**src/rtl/spi_frame_sender.sv**
```systemverilog
// -----------------------------------------------------------------------------
// spi_frame_sender
//
// Streams one full framebuffer image out over a mode-0 SPI link on request.
// A frame is two ss transactions:
//   1) command byte 0xF0 followed by every framebuffer word, row outer /
//      column inner, each word most significant byte first;
//   2) after an ss-low gap of 4*clk_div cycles, the single command byte 0x10.
// Words are fetched one at a time through a one-cycle-latency read port.
//
// Parameters
//   segments  display segments per column word (word = segments*3 bytes)
//   rows      addressable rows
//   columns   columns per row
//   bitwidth  bits per colour channel (only 8 is supported)
//   clk_div   sclk half-period in clk cycles (>= 1)
//
// Ports
//   clk    in   system clock, rising edge
//   rst    in   asynchronous active-low reset
//   start  in   one-cycle request to send a frame (ignored while busy)
//   busy   out  frame in progress
//   done   out  one-cycle pulse at frame completion
//   ren    out  framebuffer read strobe
//   rrow   out  read row address
//   rcol   out  read column address
//   rdata  in   read data, valid one clk after ren
//   sclk   out  SPI clock, idle low
//   ss     out  slave select, active-high
//   mosi   out  serial data, MSB first
//   miso   in   unused
// -----------------------------------------------------------------------------
module spi_frame_sender #(
    parameter int segments = 1,
    parameter int rows     = 8,
    parameter int columns  = 32,
    parameter int bitwidth = 8,
    parameter int clk_div  = 2
) (
    input  logic                            clk,
    input  logic                            rst,
    input  logic                            start,
    output logic                            busy,
    output logic                            done,
    output logic                            ren,
    output logic [$clog2(rows)-1:0]         rrow,
    output logic [$clog2(columns)-1:0]      rcol,
    input  logic [segments*bitwidth*3-1:0]  rdata,
    output logic                            sclk,
    output logic                            ss,
    output logic                            mosi,
    input  logic                            miso
);

    localparam int WORD_W = segments * bitwidth * 3;
    localparam int BYTES  = segments * 3;
    localparam int BYTE_W = (BYTES > 1) ? $clog2(BYTES) : 1;
    localparam int CNT_W  = $clog2(4 * clk_div);
    localparam int ROW_W  = $clog2(rows);
    localparam int COL_W  = $clog2(columns);

    localparam logic [2:0] S_IDLE     = 3'd0;
    localparam logic [2:0] S_LOAD_CMD = 3'd1;
    localparam logic [2:0] S_FETCH    = 3'd2;
    localparam logic [2:0] S_SEND     = 3'd3;
    localparam logic [2:0] S_GAP      = 3'd4;
    localparam logic [2:0] S_END_CMD  = 3'd5;
    localparam logic [2:0] S_FINISH   = 3'd6;

    // What the byte currently in SEND belongs to.
    localparam logic [1:0] K_START = 2'd0;
    localparam logic [1:0] K_DATA  = 2'd1;
    localparam logic [1:0] K_END   = 2'd2;

    localparam logic [7:0] CMD_START = 8'hF0;
    localparam logic [7:0] CMD_END   = 8'h10;

    localparam logic [CNT_W-1:0]  HALF_LAST = CNT_W'(clk_div - 1);
    localparam logic [CNT_W-1:0]  GAP_LAST  = CNT_W'(4 * clk_div - 1);
    localparam logic [BYTE_W-1:0] BYTE_LAST = BYTE_W'(BYTES - 1);
    localparam logic [ROW_W-1:0]  ROW_LAST  = ROW_W'(rows - 1);
    localparam logic [COL_W-1:0]  COL_LAST  = COL_W'(columns - 1);

    logic [2:0]        r_state;
    logic [1:0]        r_kind;
    logic [CNT_W-1:0]  r_cnt;
    logic [2:0]        r_bit;
    logic [BYTE_W-1:0] r_byte;
    logic [WORD_W-1:0] r_word;

    logic w_half_end;
    logic w_last_word;
    logic w_unused;

    assign w_half_end  = (r_cnt == HALF_LAST);
    assign w_last_word = (rrow == ROW_LAST) && (rcol == COL_LAST);

    // The shift word is shifted left on every sclk fall, so its top bit is
    // always the bit on the wire. It drains to zero after the last bit,
    // which keeps mosi low whenever nothing is being sent.
    assign mosi     = r_word[WORD_W-1];
    assign w_unused = miso;

    always_ff @(posedge clk or negedge rst) begin
        if (!rst) begin
            r_state <= S_IDLE;
            r_kind  <= K_START;
            r_cnt   <= '0;
            r_bit   <= '0;
            r_byte  <= '0;
            r_word  <= '0;
            busy    <= 1'b0;
            done    <= 1'b0;
            ren     <= 1'b0;
            rrow    <= '0;
            rcol    <= '0;
            sclk    <= 1'b0;
            ss      <= 1'b0;
        end else begin
            done <= 1'b0;
            ren  <= 1'b0;

            case (r_state)
                S_IDLE: begin
                    if (start) begin
                        r_state <= S_LOAD_CMD;
                        r_kind  <= K_START;
                        busy    <= 1'b1;
                        ss      <= 1'b1;
                        r_word  <= {CMD_START, {(WORD_W-8){1'b0}}};
                        r_cnt   <= '0;
                        r_bit   <= '0;
                        r_byte  <= '0;
                    end
                end

                // ss is already high and the command MSB is on mosi; hold
                // sclk low for one half-period before the first rise.
                S_LOAD_CMD, S_END_CMD: begin
                    if (w_half_end) begin
                        r_cnt   <= '0;
                        sclk    <= 1'b1;
                        r_state <= S_SEND;
                    end else begin
                        r_cnt <= r_cnt + 1'b1;
                    end
                end

                // cnt 0: ren visible with address; cnt 1: rdata valid, latch;
                // cnt 2: mosi has settled, raise sclk for the first bit.
                S_FETCH: begin
                    if (r_cnt == '0) begin
                        r_cnt <= CNT_W'(1);
                    end else if (r_cnt == CNT_W'(1)) begin
                        r_word <= rdata;
                        r_cnt  <= CNT_W'(2);
                    end else begin
                        r_cnt   <= '0;
                        sclk    <= 1'b1;
                        r_state <= S_SEND;
                    end
                end

                S_SEND: begin
                    if (!w_half_end) begin
                        r_cnt <= r_cnt + 1'b1;
                    end else begin
                        r_cnt <= '0;
                        if (sclk) begin
                            sclk   <= 1'b0;
                            r_word <= r_word << 1;
                        end else if (r_bit != 3'd7) begin
                            r_bit <= r_bit + 1'b1;
                            sclk  <= 1'b1;
                        end else begin
                            // Low half of bit 7 finished: the byte is complete.
                            r_bit <= '0;
                            case (r_kind)
                                K_START: begin
                                    r_kind  <= K_DATA;
                                    r_byte  <= '0;
                                    ren     <= 1'b1;
                                    r_state <= S_FETCH;
                                end
                                K_DATA: begin
                                    if (r_byte != BYTE_LAST) begin
                                        r_byte <= r_byte + 1'b1;
                                        sclk   <= 1'b1;
                                    end else if (w_last_word) begin
                                        r_byte  <= '0;
                                        rrow    <= '0;
                                        rcol    <= '0;
                                        ss      <= 1'b0;
                                        r_state <= S_GAP;
                                    end else begin
                                        r_byte <= '0;
                                        if (rcol == COL_LAST) begin
                                            rcol <= '0;
                                            rrow <= rrow + 1'b1;
                                        end else begin
                                            rcol <= rcol + 1'b1;
                                        end
                                        ren     <= 1'b1;
                                        r_state <= S_FETCH;
                                    end
                                end
                                default: begin
                                    ss      <= 1'b0;
                                    done    <= 1'b1;
                                    r_state <= S_FINISH;
                                end
                            endcase
                        end
                    end
                end

                S_GAP: begin
                    if (r_cnt == GAP_LAST) begin
                        r_cnt   <= '0;
                        ss      <= 1'b1;
                        r_kind  <= K_END;
                        r_word  <= {CMD_END, {(WORD_W-8){1'b0}}};
                        r_state <= S_END_CMD;
                    end else begin
                        r_cnt <= r_cnt + 1'b1;
                    end
                end

                S_FINISH: begin
                    busy    <= 1'b0;
                    r_state <= S_IDLE;
                end

                default: begin
                    r_state <= S_IDLE;
                end
            endcase
        end
    end

endmodule

```
**config.mk**
```make
export PLATFORM = sky130hd
export DESIGN_NAME = spi_frame_sender
export DESIGN_NICKNAME = d
export VERILOG_FILES = /design/src/rtl/spi_frame_sender.sv
export SDC_FILE = /design/constraint.sdc
export NUM_CORES = 1
export LEC_CHECK = 0
export BUFFER_PORTS_ARGS = -buffer_cell sky130_fd_sc_hd__buf_2
export CAP_MARGIN = 5
export CORE_ASPECT_RATIO = 0.6
export CORE_UTILIZATION = 32
export DETAILED_ROUTE_END_ITERATION = 12
export PLACE_DENSITY_LB_ADDON = 0.1
export SETUP_SLACK_MARGIN = 0.2
export SLEW_MARGIN = 20
export SYNTH_ARGS = -nofsm -noshare
export SYNTH_HDL_FRONTEND = slang
export SYNTH_SLANG_ARGS = --single-unit
```
**constraint.sdc**
```tcl
create_clock -name clk -period 5.6 [get_ports clk]
set_input_delay 0.84 -clock clk [delete_from_list [all_inputs] [get_ports clk]]
set_output_delay 0.84 -clock clk [all_outputs]
set_load 0.02 [all_outputs]
```
==> results.py, run 1 <==
metrics = {
    "cts": {
        "cts-buffers-inserted": 5,
        "path_clk_slew_ns": 0.07,
        "cts_tree": "built",
        "h-tree-depth": 2,
        "worstSkewPairLatency_ns": 0.29,
        "clkSinkCount": 50,
        "cts-root-buf": "clkbuf_16",
        "cts_repair_resize_count": 0,
        "post-cts-setup-buffers": 0,
        "clockBufferDepth": 2,
        "holdBufCountCts": 0,
    },
    "power": {
        "p_seq_frac": 0.342,
        "p_clk_frac": 0.171,
        "total_switching_power_uw": 775,
        "netSwitchingFraction": 0.440,
        "power.density_cell_area_nw_per_um2": 566,
        "comb_power_share": 0.487,
        "post-layout-total-power_mw": 1.76,
        "internal_power_uw": 986,
        "worst_ir_drop_vdd_v": 0.000178,
        "p_leak_nw": 1.47,
    },
    "detailed_routing": {
        "post-route-drc-count": 0,
        "post_drt_via_cell_ratio": 5.18,
        "antenna_violating_nets_post_route": 0,
        "wl_per_cell_um": 15.1,
        "via_count": 2190,
        "drt_first_iter_violations": 148,
        "drt_pre_antenna_iters": 4,
        "wirelength_mm": 6.38,
    },
    "sta": {
        "final-setup-viol-count": 0,
        "period_minus_slack_ns": 3.17,
        "fmaxAchievable_ghz": 0.316,
        "post-route-period-util": 0.565,
        "unrepaired_setup_endpoints_after_global_routing": "no",
        "final.setup_skew_ns": 0.00600,
        "hold-worst-slack_ns": 0.472,
        "maxSlewViolCount": 0,
        "max-slew-margin-rel": 0.255,
        "fin_setup_tns_ns": 0,
        "worst-slew-pin-transition_ns": 1.12,
        "hold_violations": 0,
    },
    "die": {
        "initial_utilization": 0.336,
        "die-width_um": 120,
        "die-area_um2": 8780,
        "die_y_um": 73.0,
        "floorplan.io_pins": 42,
        "std_cell_rows": 25,
        "core_area_um2": 8010,
    },
    "logic_synthesis": {
        "top_count_cell_post_synth": "dfrtp_1",
        "number_of_standard_cells_after_synthesis": 281,
        "synthesis.area_um2": 2690,
        "synth_top_area_share": 0.466,
        "asyncSetResetFlopFracSynth": 1.00,
        "synth_enable_flop_cells": 0,
        "synthesis.nets": 319,
        "synth_cell_types": 52,
        "ys_dominant_reg_cell": "dfrtp_1",
        "yosys_register_bits": 50,
        "ys_seq_area_frac": 0.466,
        "syn_avg_cell_area_um2": 9.56,
        "ys_top_cells_by_count": "dfrtp_1 (50), nand2_1 (38), o21ai_0 (32), a22oi_1 (19), inv_1 (12)",
        "yosys_warnings": 0,
        "yosys-top-cells-area": "dfrtp_1 (47%), o21ai_0 (6.0%), a22oi_1 (5.3%)",
        "synth_area_leader_cell": "dfrtp_1",
    },
    "placement": {
        "buffer_ports.inserted": 40,
        "globalplace.congestion": 0.812,
        "place_area_um2": 2970,
        "detailed_place_hpwl_mm": 4.34,
    },
    "layout": {
        "finish.instance_area_um2": 3110,
        "num-fill-cells": 833,
        "ratio_of_cells_with_drive_above_1_in_the_final_layout": 0.213,
        "growth_of_design_area_from_synthesis_to_finish_pct": 15.8,
        "finalNetCount": 352,
        "n_antenna_cell": 0,
    },
    "worst_setup_path": {
        "worstPathArrival_ns": 3.36,
        "worstReg2RegStart": "r_state[0]",
        "crit_required_ns": 5.80,
        "timing.reg2reg.worst_path_depth": 4,
        "critical_path.max_fanout": 26,
        "critical_path.endpoint": "rcol[3]",
        "timing.critical_path.from": "r_state[0]",
        "r2r-end": "rcol[3]",
        "end_kind": "flop",
        "criticalPathCategory": "flop to flop",
        "startpoint_type": "flop",
        "r2r_setup_slack_ns": 2.43,
    },
    "flow_run": {
        "cap_viol_max_count": 0,
    },
    "grt": {
        "grt_start_max_net_pins": 51,
        "number_of_global_route_vias_before_repair": 1999,
        "antenna_found_initial": 0,
        "globalRoute.totalOverflow": 0,
        "grt_first_pass_wirelength_mm": 10.5,
        "grt.total_usage": 0.156,
    },
    "hold_path": {
        "worst_hold_path_type": "flop to flop",
    },
    "outcome": {
        "outcome": "finished, final reports clean",
    },
}
-- kinds of logic after synthesis --
kind of cell	after synthesis	synth area share
flops	50	0.466
buf+inv	30	0.0498
simple gates	85	0.156
compound gates	95	0.237
fa+ha+maj	10	0.0466
mux	11	0.0447
-- power groups by stage --
stage          Sequential (mW)  Combinational [mW]  Clock (mW)
6_report                 0.602               0.858       0.302
5_1_grt                  0.623               0.971       0.327
4_1_cts                  0.600               0.859       0.311
3_5_place_dp             0.606               0.856           0
3_3_place_gp             0.606               0.852           0
2_1_floorplan            0.565               0.700           0
-- worst max-delay path: stages, from the launching register on --
cell and delay [ns]:
dfrtp_1 0.86, and3b_1 1.02, nand4_1 0.51, or2_2 0.45, o31ai_1 0.24
-- cells in the final DEF (no fill, tap or decap), types with 2 or more instances in the layout --
cell and count:
a22oi_1 19, nand4_1 2, a31o_2 2, or2_2 2, nand3_1 2, ha_1 10, o31ai_1 2, a21o_1 5
clkbuf_16 5, buf_4 4, nor2_1 9, nor2b_1 5, dfrtp_1 50, mux2_2 8, mux2i_1 3, inv_1 12
a221oi_1 3, nor4_1 3, o21ai_0 32, nor3_1 4, a21oi_1 7, nand2b_1 8, o22ai_1 4, nand2_1 38
a32o_1 3, a31oi_1 5, and3_1 2, buf_2 40
-- area by class of cell --
cell class / count / area [um^2] / area share
Timing Repair Buffer: 44 / 230 / 0.0740
Multi-Input combinational cell: 201 / 1310 / 0.420
Inverter: 12 / 45.0 / 0.0145
Clock inverter: 2 / 13.8 / 0.00442
Tap cell: 108 / 135 / 0.0434
Sequential cell: 50 / 1250 / 0.402
Clock buffer: 6 / 129 / 0.0414
-- stage by stage --
step,worst slack [ns],instances,util
after global routing,2.21,423,0.389
after global placement,2.44,415,0.371
after floorplan,3.51,281,-
after detailed placement,2.45,415,0.371
after CTS,2.42,423,0.389
final,2.43,423,0.389
-- registers in the layout, indices dropped and copies added (netlist names) --
name,count
done,1
sclk,1
rcol,5
ren,1
busy,1
r_kind,2
r_state,3
rrow,3
ss,1
r_byte,2
r_word,24
r_cnt,3
r_bit,3
-- worst min path at each step --
stage,start,end,slack (ns),depth (start not counted)
after floorplan,r_word[19],r_word[19],0.44,2
after global placement,r_word[23],r_word[23],0.46,1
after detailed placement,r_word[23],r_word[23],0.46,1
after CTS,r_word[23],r_word[23],0.48,1
after global routing,r_word[21],r_word[21],0.50,1
final,r_word[23],r_word[23],0.47,1
-- per-layer routing --
metal,routed length [um],track usage,part of all wire,vias to the layer above
li1,-,-,-,1095
met1,3410,0.241,0.54,1038
met2,2490,0.210,0.39,53
met3,436,0.0445,0.068,4
met4,33,0.0329,0.0052,0
met5,0,0,0,-
Note: power is estimated with default switching activity, not from simulation.
==> run 2: changes to the inputs <==
--- a/config.mk
+++ b/config.mk
@@ -5,6 +5,7 @@
 export SDC_FILE = /design/constraint.sdc
 export NUM_CORES = 1
 export LEC_CHECK = 0
+export ABC_AREA = 1
 export BUFFER_PORTS_ARGS = -buffer_cell sky130_fd_sc_hd__buf_2
 export CAP_MARGIN = 5
 export CORE_ASPECT_RATIO = 0.6
==> constraint.sdc (replaced) <==
create_clock -name clk -period 3.1 [get_ports clk]
set_input_delay 0.465 -clock clk [delete_from_list [all_inputs] [get_ports clk]]
set_output_delay 0.465 -clock clk [all_outputs]
set_load 0.02 [all_outputs]
==> results.py, run 2 <==
metrics = {
    "grt": {
        "antenna_found_initial": 0,
        "grt.total_usage": 0.163,
        "globalRoute.totalOverflow": 0,
        "grt_start_max_net_pins": 51,
        "grt_first_pass_wirelength_mm": 12.2,
        "number_of_global_route_vias_before_repair": 2375,
    },
    "logic_synthesis": {
        "number_of_standard_cells_after_synthesis": 401,
        "synth_enable_flop_cells": 0,
        "synth_area_leader_cell": "dfrtp_1",
        "yosys_warnings": 0,
        "synth_top_area_share": 0.423,
        "yosys-top-cells-area": "dfrtp_1 (42%), nand2_1 (23%), nand3_1 (6.8%)",
        "ys_top_cells_by_count": "nand2_1 (181), dfrtp_1 (50), nand3_1 (40), inv_1 (20), nor2_1 (19)",
        "syn_avg_cell_area_um2": 7.38,
        "synthesis.area_um2": 2960,
        "asyncSetResetFlopFracSynth": 1.00,
        "ys_seq_area_frac": 0.423,
        "synth_cell_types": 31,
        "top_count_cell_post_synth": "nand2_1",
        "synthesis.nets": 439,
        "yosys_register_bits": 50,
        "ys_dominant_reg_cell": "dfrtp_1",
    },
    "hold_path": {
        "worst_hold_path_type": "input pin to asynchronous set/reset pin",
    },
    "layout": {
        "largest_register": "r_word",
        "most-common-layout-cells": "nand2_1 (181), dfrtp_1 (50), nand3_1 (40), buf_2 (40), inv_1 (20)",
        "finalNetCount": 474,
        "num-fill-cells": 912,
        "most_frequent_standard_cell_in_the_layout_excluding_fill_and_tap_cells": "nand2_1",
        "growth_of_design_area_from_synthesis_to_finish_pct": 13.7,
        "reg_top3": "r_word: 24 flops, rcol: 5 flops",
        "ratio_of_cells_with_drive_above_1_in_the_final_layout": 0.188,
        "n_antenna_cell": 0,
        "largest_reg_flops": 24,
    },
    "cts": {
        "path_clk_slew_ns": 0.06,
        "cts-buffers-inserted": 5,
        "post-cts-setup-buffers": 0,
        "holdBufCountCts": 0,
        "cts-root-buf": "clkbuf_16",
        "clkSinkCount": 50,
        "h-tree-depth": 2,
        "worstSkewPairLatency_ns": 0.29,
        "cts_tree": "built",
        "cts_repair_resize_count": 0,
        "clockBufferDepth": 2,
    },
    "worst_setup_path": {
        "criticalPathCategory": "flop to flop",
        "worstReg2RegStart": "r_cnt[1]",
        "r2r-end": "r_word[4]",
        "crit_required_ns": 3.28,
        "critical_path.max_fanout": 25,
        "timing.reg2reg.worst_path_depth": 9,
        "worstPathArrival_ns": 2.16,
        "critical_path.endpoint": "r_word[4]",
        "startpoint_type": "flop",
        "timing.critical_path.from": "r_cnt[1]",
        "end_kind": "flop",
        "r2r_setup_slack_ns": 1.11,
    },
    "die": {
        "core_area_um2": 8750,
        "die_y_um": 76.5,
        "initial_utilization": 0.338,
        "die-area_um2": 9650,
        "floorplan.io_pins": 42,
        "std_cell_rows": 26,
        "die-width_um": 126,
    },
    "sta": {
        "worst-slew-pin-transition_ns": 0.653,
        "max-slew-margin-rel": 0.565,
        "post-route-period-util": 0.641,
        "hold_violations": 0,
        "final.setup_skew_ns": 0.00426,
        "period_minus_slack_ns": 1.99,
        "maxSlewViolCount": 0,
        "hold-worst-slack_ns": 0.298,
        "fmaxAchievable_ghz": 0.504,
        "fin_setup_tns_ns": 0,
        "unrepaired_setup_endpoints_after_global_routing": "no",
        "final-setup-viol-count": 0,
    },
    "detailed_routing": {
        "wl_per_cell_um": 13.0,
        "post_drt_via_cell_ratio": 4.55,
        "wirelength_mm": 7.12,
        "post-route-drc-count": 0,
        "via_count": 2500,
        "drt_first_iter_violations": 186,
        "drt_pre_antenna_iters": 4,
        "antenna_violating_nets_post_route": 0,
    },
    "placement": {
        "buffer_ports.inserted": 40,
        "detailed_place_hpwl_mm": 5.03,
        "globalplace.congestion": 0.811,
    },
    "power": {
        "p_leak_nw": 1.85,
        "worst_ir_drop_vdd_v": 0.000481,
        "power.density_cell_area_nw_per_um2": 926,
    },
    "outcome": {
        "outcome": "finished, final reports clean",
    },
    "flow_run": {
        "cap_viol_max_count": 0,
    },
}
[run 2: cells by family (layout without fill, tap and decap cells)]
group           after synthesis  count (layout)  share of synthesized area
compound gates               26              26                     0.0469
xor+xnor                      1               1                    0.00296
fa+ha+maj                    10              10                     0.0423
buf+inv                      39              75                     0.0706
flops                        50              50                      0.423
simple gates                275             275                      0.415
[run 2: stage by stage]
stage | setup WS (ns) | instances | area [um^2] | total power [mW] | utilization
4_1_cts | 1.10 | 549 | 3370 | 3.15 | 0.385
2_1_floorplan | 1.44 | 401 | 2960 | 2.29 | -
3_3_place_gp | 1.08 | 541 | 3200 | 2.52 | 0.366
3_5_place_dp | 1.09 | 541 | 3200 | 2.53 | 0.366
6_report | 1.11 | 549 | 3370 | 3.12 | 0.385
5_1_grt | 0.890 | 549 | 3370 | 3.42 | 0.385
[run 2: metal layers]
| metal | track usage | wire, um |
|---|---|---|
| met5 | 0 | 0 |
| met4 | 0.0398 | 47 |
| met3 | 0.0358 | 333 |
| met2 | 0.201 | 2520 |
| met1 | 0.270 | 4210 |
[run 2: how the worst min path moves through the flow]
stage	slack, ns	cells after the start	end
final	0.30	2	ss
after global routing	0.37	2	done
after CTS	0.33	2	r_word[23]
after detailed placement	0.46	2	r_word[22]
after global placement	0.45	2	r_word[18]
after floorplan	0.17	0	busy
[run 2: power breakdown]
part           total [mW]  switching, mW  internal (mW)
combinational        1.57           1.12          0.445
sequential          0.948          0.131          0.817
clock               0.599          0.233          0.366
total                3.12           1.49           1.63
[run 2: cell type report]
cell class / count / area [um^2] / share of cell area
timing repair buffer: 42 / 215 / 0.0639
clock buffer: 8 / 166 / 0.0494
tap: 112 / 140 / 0.0416
sequential: 50 / 1250 / 0.372
inverter: 25 / 93.8 / 0.0279
multi-input combinational: 312 / 1500 / 0.446
[run 2: critical path, cell delays in order (launching register included)]
cell and delay, ns:
dfrtp_1 0.38, inv_1 0.09, ha_1 0.17, inv_1 0.04
nor2_1 0.27, o21ai_2 0.16, nor2_8 0.36, nand2_8 0.23
nand2_1 0.12, nand2_1 0.05
